$ cat src/rtl/systolic_feeder_pkg.sv
// systolic_pkg: shared FSM states and sizing helpers for systolic_feeder
package systolic_pkg;
  typedef enum logic [1:0] {IDLE, CLEAR, LOAD, FLUSH} state_e;
  localparam int DIM_DEF = 4;
  localparam int DATA_WIDTH_DEF = 32;
  localparam int FLUSH_CYCLES = 2 * DIM_DEF - 1;
  localparam int CNT_W = $clog2(2 * DIM_DEF + 1);
  function automatic int flush_cycles(int dim);
    return 2 * dim - 1;
  endfunction
  function automatic int cnt_w(int dim);
    return $clog2(2 * dim + 1);
  endfunction
endpackage

$ cat src/rtl/systolic_feeder_if.sv
// systolic_feeder_if: source/feeder/array bundle; FEEDER_OVF_EN adds carry_i and ovf_o
interface systolic_feeder_if #(
  parameter int DATA_WIDTH = 32,
  parameter int DIM = 4
);
  import systolic_pkg::*;
  logic start_i;
  logic valid_i;
  logic ready_o;
  logic pe_rst_no;
  logic busy_o;
  logic done_o;
  logic [DIM*DATA_WIDTH-1:0] a_col_i;
  logic [DIM*DATA_WIDTH-1:0] b_row_i;
  logic [DIM*DATA_WIDTH-1:0] left_o;
  logic [DIM*DATA_WIDTH-1:0] up_o;
`ifdef FEEDER_OVF_EN
  logic [DIM*DIM-1:0] carry_i;
  logic ovf_o;
  modport master (
    output start_i, valid_i, a_col_i, b_row_i, carry_i,
    input ready_o, left_o, up_o, pe_rst_no, busy_o, done_o, ovf_o
  );
  modport slave (
    input start_i, valid_i, a_col_i, b_row_i, carry_i,
    output ready_o, left_o, up_o, pe_rst_no, busy_o, done_o, ovf_o
  );
`else
  modport master (
    output start_i, valid_i, a_col_i, b_row_i,
    input ready_o, left_o, up_o, pe_rst_no, busy_o, done_o
  );
  modport slave (
    input start_i, valid_i, a_col_i, b_row_i,
    output ready_o, left_o, up_o, pe_rst_no, busy_o, done_o
  );
`endif
endinterface

$ cat src/rtl/systolic_feeder_skew_delay_line.sv
// skew_delay_line: zero-filled DEPTH-stage shift register with sync clear and shift enable
module skew_delay_line
  import systolic_pkg::*;
#(
  parameter int DATA_WIDTH = 32,
  parameter int DEPTH = 1
) (
  input  logic                  clk_i,
  input  logic                  clr_i,
  input  logic                  en_i,
  input  logic [DATA_WIDTH-1:0] d_i,
  output logic [DATA_WIDTH-1:0] q_o
);
  logic [DEPTH-1:0][DATA_WIDTH-1:0] sr_q;
  always_ff @(posedge clk_i) begin
    if (clr_i) begin
      sr_q <= '0;
    end else if (en_i) begin
      sr_q[0] <= d_i;
      for (int n = 1; n < DEPTH; n++) sr_q[n] <= sr_q[n-1];
    end
  end
  assign q_o = sr_q[DEPTH-1];
endmodule

$ cat src/rtl/systolic_feeder.sv
// systolic_feeder: skews A/B k-slices onto systolic array edges, sequences clear/done; FEEDER_OVF_EN adds sticky ovf_o
module systolic_feeder
  import systolic_pkg::*;
#(
  parameter int DATA_WIDTH = DATA_WIDTH_DEF,
  parameter int DIM = DIM_DEF
) (
  input logic clk_i,
  input logic rst_i,
  systolic_feeder_if.slave bus
);
  localparam int CW = cnt_w(DIM);
  localparam int FC = flush_cycles(DIM);
  state_e state_q, state_d;
  logic [CW-1:0] cnt_q, cnt_d;
  logic ready_q, busy_q, done_q, pe_rst_nq;
  logic [DIM*DATA_WIDTH-1:0] a_q, b_q;
  logic [DATA_WIDTH-1:0] left_w [DIM];
  logic [DATA_WIDTH-1:0] up_w [DIM];
  logic acc, shift, clr, last_beat, flush_end;
  assign acc = bus.valid_i && ready_q;
  assign shift = state_q == LOAD || state_q == FLUSH;
  assign clr = rst_i || !shift;
  assign last_beat = cnt_q == CW'(DIM - 1);
  assign flush_end = state_q == FLUSH && cnt_q == CW'(FC);
  always_comb begin
    state_d = state_q;
    cnt_d = cnt_q;
    unique case (state_q)
      IDLE: state_d = bus.start_i ? CLEAR : IDLE;
      CLEAR: begin
        state_d = LOAD;
        cnt_d = '0;
      end
      LOAD: begin
        state_d = acc && last_beat ? FLUSH : LOAD;
        cnt_d = !acc ? cnt_q : last_beat ? '0 : cnt_q + CW'(1);
      end
      FLUSH: begin
        state_d = flush_end ? IDLE : FLUSH;
        cnt_d = flush_end ? '0 : cnt_q + CW'(1);
      end
      default: state_d = IDLE;
    endcase
  end
  always_ff @(posedge clk_i) begin
    if (rst_i) begin
      state_q <= IDLE;
      cnt_q <= '0;
      ready_q <= 1'b0;
      busy_q <= 1'b0;
      done_q <= 1'b0;
      pe_rst_nq <= 1'b0;
      a_q <= '0;
      b_q <= '0;
    end else begin
      state_q <= state_d;
      cnt_q <= cnt_d;
      ready_q <= state_d == LOAD;
      busy_q <= state_d != IDLE;
      done_q <= flush_end;
      pe_rst_nq <= state_d != CLEAR;
      a_q <= acc ? bus.a_col_i : '0;
      b_q <= acc ? bus.b_row_i : '0;
    end
  end
  for (genvar i = 0; i < DIM; i++) begin : g_lane
    skew_delay_line #(.DATA_WIDTH(DATA_WIDTH), .DEPTH(i + 1)) u_a (
      .clk_i(clk_i),
      .clr_i(clr),
      .en_i (shift),
      .d_i  (a_q[i*DATA_WIDTH +: DATA_WIDTH]),
      .q_o  (left_w[i])
    );
    skew_delay_line #(.DATA_WIDTH(DATA_WIDTH), .DEPTH(i + 1)) u_b (
      .clk_i(clk_i),
      .clr_i(clr),
      .en_i (shift),
      .d_i  (b_q[i*DATA_WIDTH +: DATA_WIDTH]),
      .q_o  (up_w[i])
    );
  end
  always_comb begin
    bus.left_o = '0;
    bus.up_o = '0;
    for (int n = 0; n < DIM; n++) begin
      bus.left_o[n*DATA_WIDTH +: DATA_WIDTH] = left_w[n];
      bus.up_o[n*DATA_WIDTH +: DATA_WIDTH] = up_w[n];
    end
  end
  assign bus.ready_o = ready_q;
  assign bus.busy_o = busy_q;
  assign bus.done_o = done_q;
  assign bus.pe_rst_no = pe_rst_nq;
`ifdef FEEDER_OVF_EN
  logic ovf_q;
  always_ff @(posedge clk_i) begin
    if (rst_i || state_d == CLEAR) ovf_q <= 1'b0;
    else if (shift) ovf_q <= ovf_q | (|bus.carry_i);
  end
  assign bus.ovf_o = ovf_q;
`endif
endmodule
$ cat src/flat_wrapper.sv
// flat-port wrapper written by rule: the top's interface ports become plain ports
module systolic_feeder_flat import systolic_pkg::*;
#(
  parameter int DATA_WIDTH = DATA_WIDTH_DEF,
  parameter int DIM = DIM_DEF
)
  (clk_i, rst_i, bus_start_i, bus_valid_i, bus_a_col_i, bus_b_row_i, bus_ready_o, bus_left_o, bus_up_o, bus_pe_rst_no, bus_busy_o, bus_done_o);
  systolic_feeder_if #(.DATA_WIDTH(DATA_WIDTH), .DIM(DIM)) bus_i ();
  input logic clk_i;
  input logic rst_i;
  input wire logic [$bits(bus_i.start_i)-1:0] bus_start_i;
  input wire logic [$bits(bus_i.valid_i)-1:0] bus_valid_i;
  input wire logic [$bits(bus_i.a_col_i)-1:0] bus_a_col_i;
  input wire logic [$bits(bus_i.b_row_i)-1:0] bus_b_row_i;
  output wire logic [$bits(bus_i.ready_o)-1:0] bus_ready_o;
  output wire logic [$bits(bus_i.left_o)-1:0] bus_left_o;
  output wire logic [$bits(bus_i.up_o)-1:0] bus_up_o;
  output wire logic [$bits(bus_i.pe_rst_no)-1:0] bus_pe_rst_no;
  output wire logic [$bits(bus_i.busy_o)-1:0] bus_busy_o;
  output wire logic [$bits(bus_i.done_o)-1:0] bus_done_o;
  assign bus_i.start_i = bus_start_i;
  assign bus_i.valid_i = bus_valid_i;
  assign bus_i.a_col_i = bus_a_col_i;
  assign bus_i.b_row_i = bus_b_row_i;
  assign bus_ready_o = bus_i.ready_o;
  assign bus_left_o = bus_i.left_o;
  assign bus_up_o = bus_i.up_o;
  assign bus_pe_rst_no = bus_i.pe_rst_no;
  assign bus_busy_o = bus_i.busy_o;
  assign bus_done_o = bus_i.done_o;
  systolic_feeder #(.DATA_WIDTH(DATA_WIDTH), .DIM(DIM)) u_core (.clk_i(clk_i), .rst_i(rst_i), .bus(bus_i));
endmodule
$ cat config.mk
export PLATFORM = sky130hd
export DESIGN_NAME = systolic_feeder_flat
export DESIGN_NICKNAME = d
export VERILOG_FILES = /design/src/rtl/systolic_feeder_pkg.sv /design/src/rtl/systolic_feeder_if.sv /design/src/rtl/systolic_feeder_skew_delay_line.sv /design/src/rtl/systolic_feeder.sv /design/src/flat_wrapper.sv
export SDC_FILE = /design/constraint.sdc
export NUM_CORES = 1
export LEC_CHECK = 0
export BUFFER_PORTS_ARGS = -buffer_cell sky130_fd_sc_hd__buf_2
export CORE_MARGIN = 4
export CORE_UTILIZATION = 55
export CTS_BUF_LIST = sky130_fd_sc_hd__clkbuf_16
export DETAILED_ROUTE_END_ITERATION = 6
export PLACE_DENSITY = 0.77
export SYNTH_ARGS = -nofsm -noshare
export SYNTH_HDL_FRONTEND = slang
export SYNTH_HIERARCHICAL = 1
export SYNTH_SLANG_ARGS = --single-unit
$ cat constraint.sdc
create_clock -name clk_i -period 2.26 [get_ports clk_i]
set_input_delay 0.226 -clock clk_i [delete_from_list [all_inputs] [get_ports clk_i]]
set_output_delay 0.226 -clock clk_i [all_outputs]
set_load 0.01 [all_outputs]
* After elaboration in Yosys (flattened, before gate mapping)
Cells that the tools add are included.
** Storage, ports and cells
- Register bits after elaboration :: 906
- Bits in latches :: 0
- RAM bits :: 0
- ROM bits :: 0
- Input port bits :: 260
- Output and inout port bits :: 260
- Logic and storage cells :: 57
- Memories kept :: 0
** Operators by class
- $add $sub $neg :: 1
- Multiply operators :: 0
- Divide/modulo/power cells :: 0
- Order comparisons :: 0
- Eq/ne operators :: 8
- Shift operators :: 0
- Multiplexer cells :: 8
- Bitwise logic cells :: 1
- Reductions and logical operators :: 11
** Operators with widths (count)
- $mux 4 :: 3
- $pmux 4 s3 :: 1
- $pmux 2 s4 :: 1
- $eq 2x2->1 const B :: 3
- $add 4x1->4 const B :: 1
- $eq 4x2->1 const B :: 1
- $eq 4x3->1 const B :: 1
- $ne 2x1->1 const B :: 2
- $logic_and 1x1->1 :: 3
- $reduce_bool 3->1 :: 1
- $eq 2x1->1 const B :: 1
- $logic_not 2->1 :: 1
- $logic_or 1x1->1 :: 2
- $mux 1 :: 2
- $mux 2 :: 1
- $reduce_and 2->1 :: 1
- $reduce_bool 2->1 :: 1
- $reduce_or 2->1 :: 1
- $logic_not 1->1 :: 1
- $not 1->1 :: 1

* Longest topological paths before layout
- Depth after elaboration :: 5
- Mapped depth :: 7
- Depth with buffers taken out :: 4

* Modules after synthesis
Netlist, hierarchy kept.
** By module, submodules not included
- skew_delay_line (u_core.g_lane[3].u_a ...) :: instances 2, cells each 444, area an instance 4892.2 um2, sequential area each 2562.5 um2
- systolic_feeder :: instances 1, cells each 599, area an instance 7353.3 um2, sequential area each 5325.1 um2
- skew_delay_line (u_core.g_lane[2].u_a ...) :: instances 2, cells each 342, area an instance 3669.8 um2, sequential area each 1921.8 um2
- skew_delay_line (u_core.g_lane[1].u_a ...) :: instances 2, cells each 238, area an instance 2531.2 um2, sequential area each 1281.2 um2
- skew_delay_line (u_core.g_lane[0].u_a ...) :: instances 2, cells each 103, area an instance 1163.6 um2, sequential area each 640.6 um2

* Least setup slack after synthesis
Ideal clock, no wire load.
- Path kind :: register to register
- Start point :: register u_core.state_q[1]
- End point :: register u_core/g_lane[2].u_a/sr_q[53] (netlist name)
- Setup time :: 128 ps
- Data arrival time :: 1672 ps
- Required time :: 2132 ps
- Slack :: 460 ps
- Cell stages (with the launch flop) :: 8
- Path buffers :: 5
- Period minus slack after synthesis :: 1800 ps
- Path through :: dfxtp_1 -> buf_4 -> clkbuf_1 -> buf_4 -> buf_8 -> buf_12 -> mux2i_1 -> nor2_1
** On the way
- Word-level cells in the longest chain between the ends :: 4
- Elaborated cells between the ends (all ways) :: 5
- Those cells by class :: eq/ne (2); reduce/logical (3)
** RTL lines
- from (decl) :: line systolic_feeder.sv:14 : state_e state_q, state_d;
- from (signal assigned) :: line systolic_feeder.sv:57 : state_q <= state_d;
- $eq 2x2->1 :: line systolic_feeder.sv:22 : assign shift = state_q == LOAD || state_q == FLUSH;
- $logic_or 1x1->1 * :: line systolic_feeder.sv:22
- via u_core.shift :: line systolic_feeder.sv:20 : logic acc, shift, clr, last_beat, flush_end;
- $logic_not 1->1 :: line systolic_feeder.sv:23 : assign clr = rst_i || !shift;
- $logic_or 1x1->1 :: line systolic_feeder.sv:23
- to (decl) :: line systolic_feeder_skew_delay_line.sv:14 : logic [DEPTH-1:0][DATA_WIDTH-1:0] sr_q;
The timed path passes the listed nets; every way through them passes the cells marked *.
A chain may end at the register's enable or synchronous reset.

* Worst setup path after layout
- Start point :: register u_core.state_q[1]
- End point :: register u_core.pe_rst_nq, in the netlist u_core/bus.pe_rst_no
** On the way
- Word-level cells in the longest chain between the ends :: 5
- Elaborated cells between the ends (all ways) :: 8
- Those cells by class :: eq/ne (4); mux (2); reduce/logical (2)
** RTL lines
- $eq 2x2->1 :: line systolic_feeder.sv:25, systolic_feeder.sv:29
- $logic_and 1x1->1 :: line systolic_feeder.sv:25 : assign flush_end = state_q == FLUSH && cnt_q == CW'(FC);
- $mux 2 :: line systolic_feeder.sv:40 : state_d = flush_end ? IDLE : FLUSH;
- $pmux 2 s4 * :: line systolic_feeder.sv:29 : unique case (state_q)
- $ne 2x1->1 * :: line systolic_feeder.sv:62 : pe_rst_nq <= state_d != CLEAR;
- to (signal assigned) :: line systolic_feeder.sv:53 : pe_rst_nq <= 1'b0;
- to (signal assigned) :: line systolic_feeder.sv:62
- to (decl) :: line systolic_feeder.sv:16 : logic ready_q, busy_q, done_q, pe_rst_nq;
Every way passes the cells marked *; elsewhere a longest branch is shown, timed or not.

==> results.yml <==
floorplanning:
  core_area_sq_um: 56820
  rows: 87
  start_util_pct: 56.08
  fp.dieH_um: 248.7
  ios: 520
  dieArea_sq_um: 61850
  die_w_um: 248.7
clocking:
  ctsLongestPathBuffers: 3
  post_cts_buffers: 0
  clock_latency_ns: 0.62
  numCtsBuffers: 89
  htree_num_levels: 3
  cts-root-buf: "clkbuf_16"
  clk_pin_slew_ns: 0.06
  cts_tree: "done"
  ctsResizeCount: 0
  cts_sinks: 906
sta:
  slew_viol_final: 0
  clock_skew_ns: 0.01599
  finalSetupViolCount: 0
  max_freq_mhz: 550.5
  fin_crit_sh_pct: 80.37
  setup_slack_ns: 0.4435
  tightestPinTransition_ns: 0.7005
  rsz0062_at_grt: "false"
  setup_tns_ns: 0
  maxSlewHeadroom_pct: 53.30
  whs_ns: 0.1103
  period_minus_slack_ns: 1.816
  finalHoldViolations: 0
power:
  leakagePower_uw: 0.01506
  irDropWorstVdd_uv: 717.7
  power_density_nw_per_um2: 830.5
finish:
  drive_gt1_share_pct: 19.75
  num-nets-final: 3658
  fill_cells: 3905
  area.growth.synth_to_final_pct: 20.48
worst_setup_path:
  r2r_start: "u_core/state_q[1]"
  cp_num_buf_inv: 2
  timing.rr.end: "u_core/bus.pe_rst_no"
  worst-path-max-fanout: 78
  ff2ff_setup_slack_ns: 0.44
  startpoint: "u_core/state_q[1]"
  crit_arrival_ns: 2.37
  path_class: "reg2reg"
  max_stage_delay_ns: 0.54
  crit_path_end_kind: "flip-flop"
  cpLargestDelayFamily: "buffers and inverters"
  r2r_cells: 4
  critical_path_required_ns: 2.82
  crit_chain: "buf_12 > nor3b_1 > nor2_1 > dlygate4sd3_1"
  worst_setup_path_start_kind: "flip-flop"
  crit_path_top_delay_cell: "dlygate4sd3_1"
yosys:
  syn-cell-area_sq_um: 31870
  synthSimpleGateAreaFrac_pct: 12.92
  synth_compound_area_share_pct: 0.3494
  yosys_warnings: 6
  synth_xor_area_share_pct: 0.02748
  synth_top_family_by_area: "multiplexers"
  ys_ff_latch: 906
  syn_nets: 3114
  synth_cell_types: 36
  synth_cells: 2853
  synthAdderAreaFrac_pct: 0.03926
  ys_seq_area_share_pct: 56.92
  synthMuxAreaShare_pct: 20.10
  avgSynthCellArea_sq_um: 11.17
global_routing:
  grt_pass1_wl_um: 116100
  grt_usage_pct: 22.66
  antenna_found_initial: 10
  grt-ovfl-total: 0
  grt_max_degree: 154
  grt_pass1_vias: 22290
drt:
  num_vias: 20810
  wire_per_inst_um: 17.19
  firstDrtPassIters: 7
  wl_um: 72660
  vias_per_cell: 4.924
  drtIter0Drc: 1194
  antenna_left: 0
  drt_drc_violations_left: 0
worst_hold_path:
  hold_start: "bus_valid_i"
  min_path_type: "in2reg"
  min_path_cells: 4
  whs_endpoint: "u_core/cnt_q[0]"
placed_design:
  port_buffers: 519
  dpl.hpwl_um: 43210
  place_congestion: 0.8165
  pre_cts_ws_ns: 0.6544
status:
  status: "finished clean"
run:
  maxCapViolations: 0
## registers in the layout, indices dropped and copies added (netlist names)
signal                  cells
u_core/g_lane.u_a/sr_q    192
u_core/a_q                128
u_core/g_lane.u_b/sr_q    192
u_core/bus.busy_o           1
u_core/state_q              2
u_core/g_lane.u_b/q_o     128
u_core/bus.ready_o          1
u_core/b_q                128
u_core/cnt_q                4
u_core/bus.done_o           1
u_core/bus.pe_rst_no        1
u_core/g_lane.u_a/q_o     128
## worst max-delay path by stage
stage | to | slack [ns] | cells past startpoint
6_report | u_core/bus.pe_rst_no | 0.44 | 4
5_1_grt | u_core/bus.pe_rst_no | 0.36 | 4
4_1_cts | u_core/bus.pe_rst_no | 0.42 | 4
3_5_place_dp | u_core/g_lane[2].u_a/sr_q[18] | 0.65 | 4
3_3_place_gp | u_core/g_lane[2].u_a/q_o[10] | 0.71 | 4
2_1_floorplan | u_core/g_lane[2].u_a/sr_q[53] | 0.46 | 7
## layout by cell type (no fill, tap or decap), types with 18 or more instances in the layout
master / n
buf_12: 27
dlygate4sd3_1: 259
nor2_1: 645
clkinv_1: 18
mux2i_1: 640
clkbuf_16: 92
and2_1: 256
buf_2: 519
dfxtp_1: 905
inv_1: 22
## kinds of logic after synthesis
kind of cell	after synthesis
flip-flops	906
buffers and inverters	370
AO/OA/AOI/OAI	17
AND/OR/NAND/NOR	918
adder cells (fa/ha/maj)	1
multiplexers	640
XOR/XNOR	1
## power breakdown
group          internal, uW  switching [uW]
Clock                  7950            6000
Combinational           973             868
Sequential            16000            42.5
Total                 25000            6910
## per-stage QoR
step                util, %  total power [uW]  std cells  cell area (sq um)
CTS                   67.53             32080       4219              38370
floorplan                 -             17700       2853              31870
detailed placement    58.11             17890       3803              33020
global placement      58.11             17860       3803              33020
global route          67.56             32940       4226              38390
finish                67.57             31880       4227              38390
## worst reg2reg max path, cell delays in order, from the launching register on
cell           delay (ns)
dfxtp_4              0.52
buf_12               0.45
nor3b_1              0.15
nor2_1               0.11
dlygate4sd3_1        0.54
## final cells by class
| type | count | area, sq um | share of cell area [%] |
|---|---|---|---|
| Clock inverter | 65 | 459.2 | 1.196 |
| Antenna cell | 8 | 20.02 | 0.05214 |
| Sequential cell | 906 | 18140 | 47.25 |
| Tap cell | 756 | 945.9 | 2.464 |
| Timing Repair Buffer | 820 | 5843 | 15.22 |
| Multi-Input combinational cell | 1577 | 10670 | 27.79 |
| Clock buffer | 92 | 2302 | 5.997 |
| Inverter | 3 | 11.26 | 0.02933 |
## Yosys cell counts
cell type,number,share of area [%]
dfxtp_1,906,57
nor2_1,645,7.6
mux2i_1,640,20
and2_1,256,5.0
buf_4,209,4.9
clkbuf_1,45,0.53
buf_12,40,2.5
clkbuf_2,26,0.41
buf_1,16,0.19
buf_8,14,0.66
buf_2,11,0.17
a21oi_1,6,0.094
buf_6,6,0.21
nand2_1,6,0.071
a31oi_1,3,0.059
a211oi_1,2,0.047
inv_1,2,0.024
nand2b_1,2,0.039
a21o_1,1,0.024
a2bb2oi_1,1,0.027
a32oi_1,1,0.027
and3_1,1,0.020
ha_1,1,0.039
inv_2,1,0.012
nand4_1,1,0.020
nand4b_1,1,0.027
nor2_2,1,0.020
nor2b_1,1,0.020
nor3_1,1,0.016
nor3b_1,1,0.024
o2111ai_1,1,0.027
o21ai_0,1,0.016
o311ai_0,1,0.027
or3_1,1,0.020
or4_1,1,0.024
xor2_1,1,0.027
## layer usage
| layer | routed length, um | vias to the layer above | global-route usage [%] |
|---|---|---|---|
| li1 | - | 10150 | - |
| met5 | 21 | - | 0 |
| met3 | 4170 | 215 | 6.139 |
| met4 | 3808 | 4 | 12.25 |
| met1 | 28240 | 9872 | 24.99 |
| met2 | 36420 | 570 | 39.81 |
## timing repair
item	in CTS	in global routing
endpoints found under the setup margin	0	0
hold buffers	259	0
endpoints found under the hold margin	265	0
(Power assumes the default switching activity.)
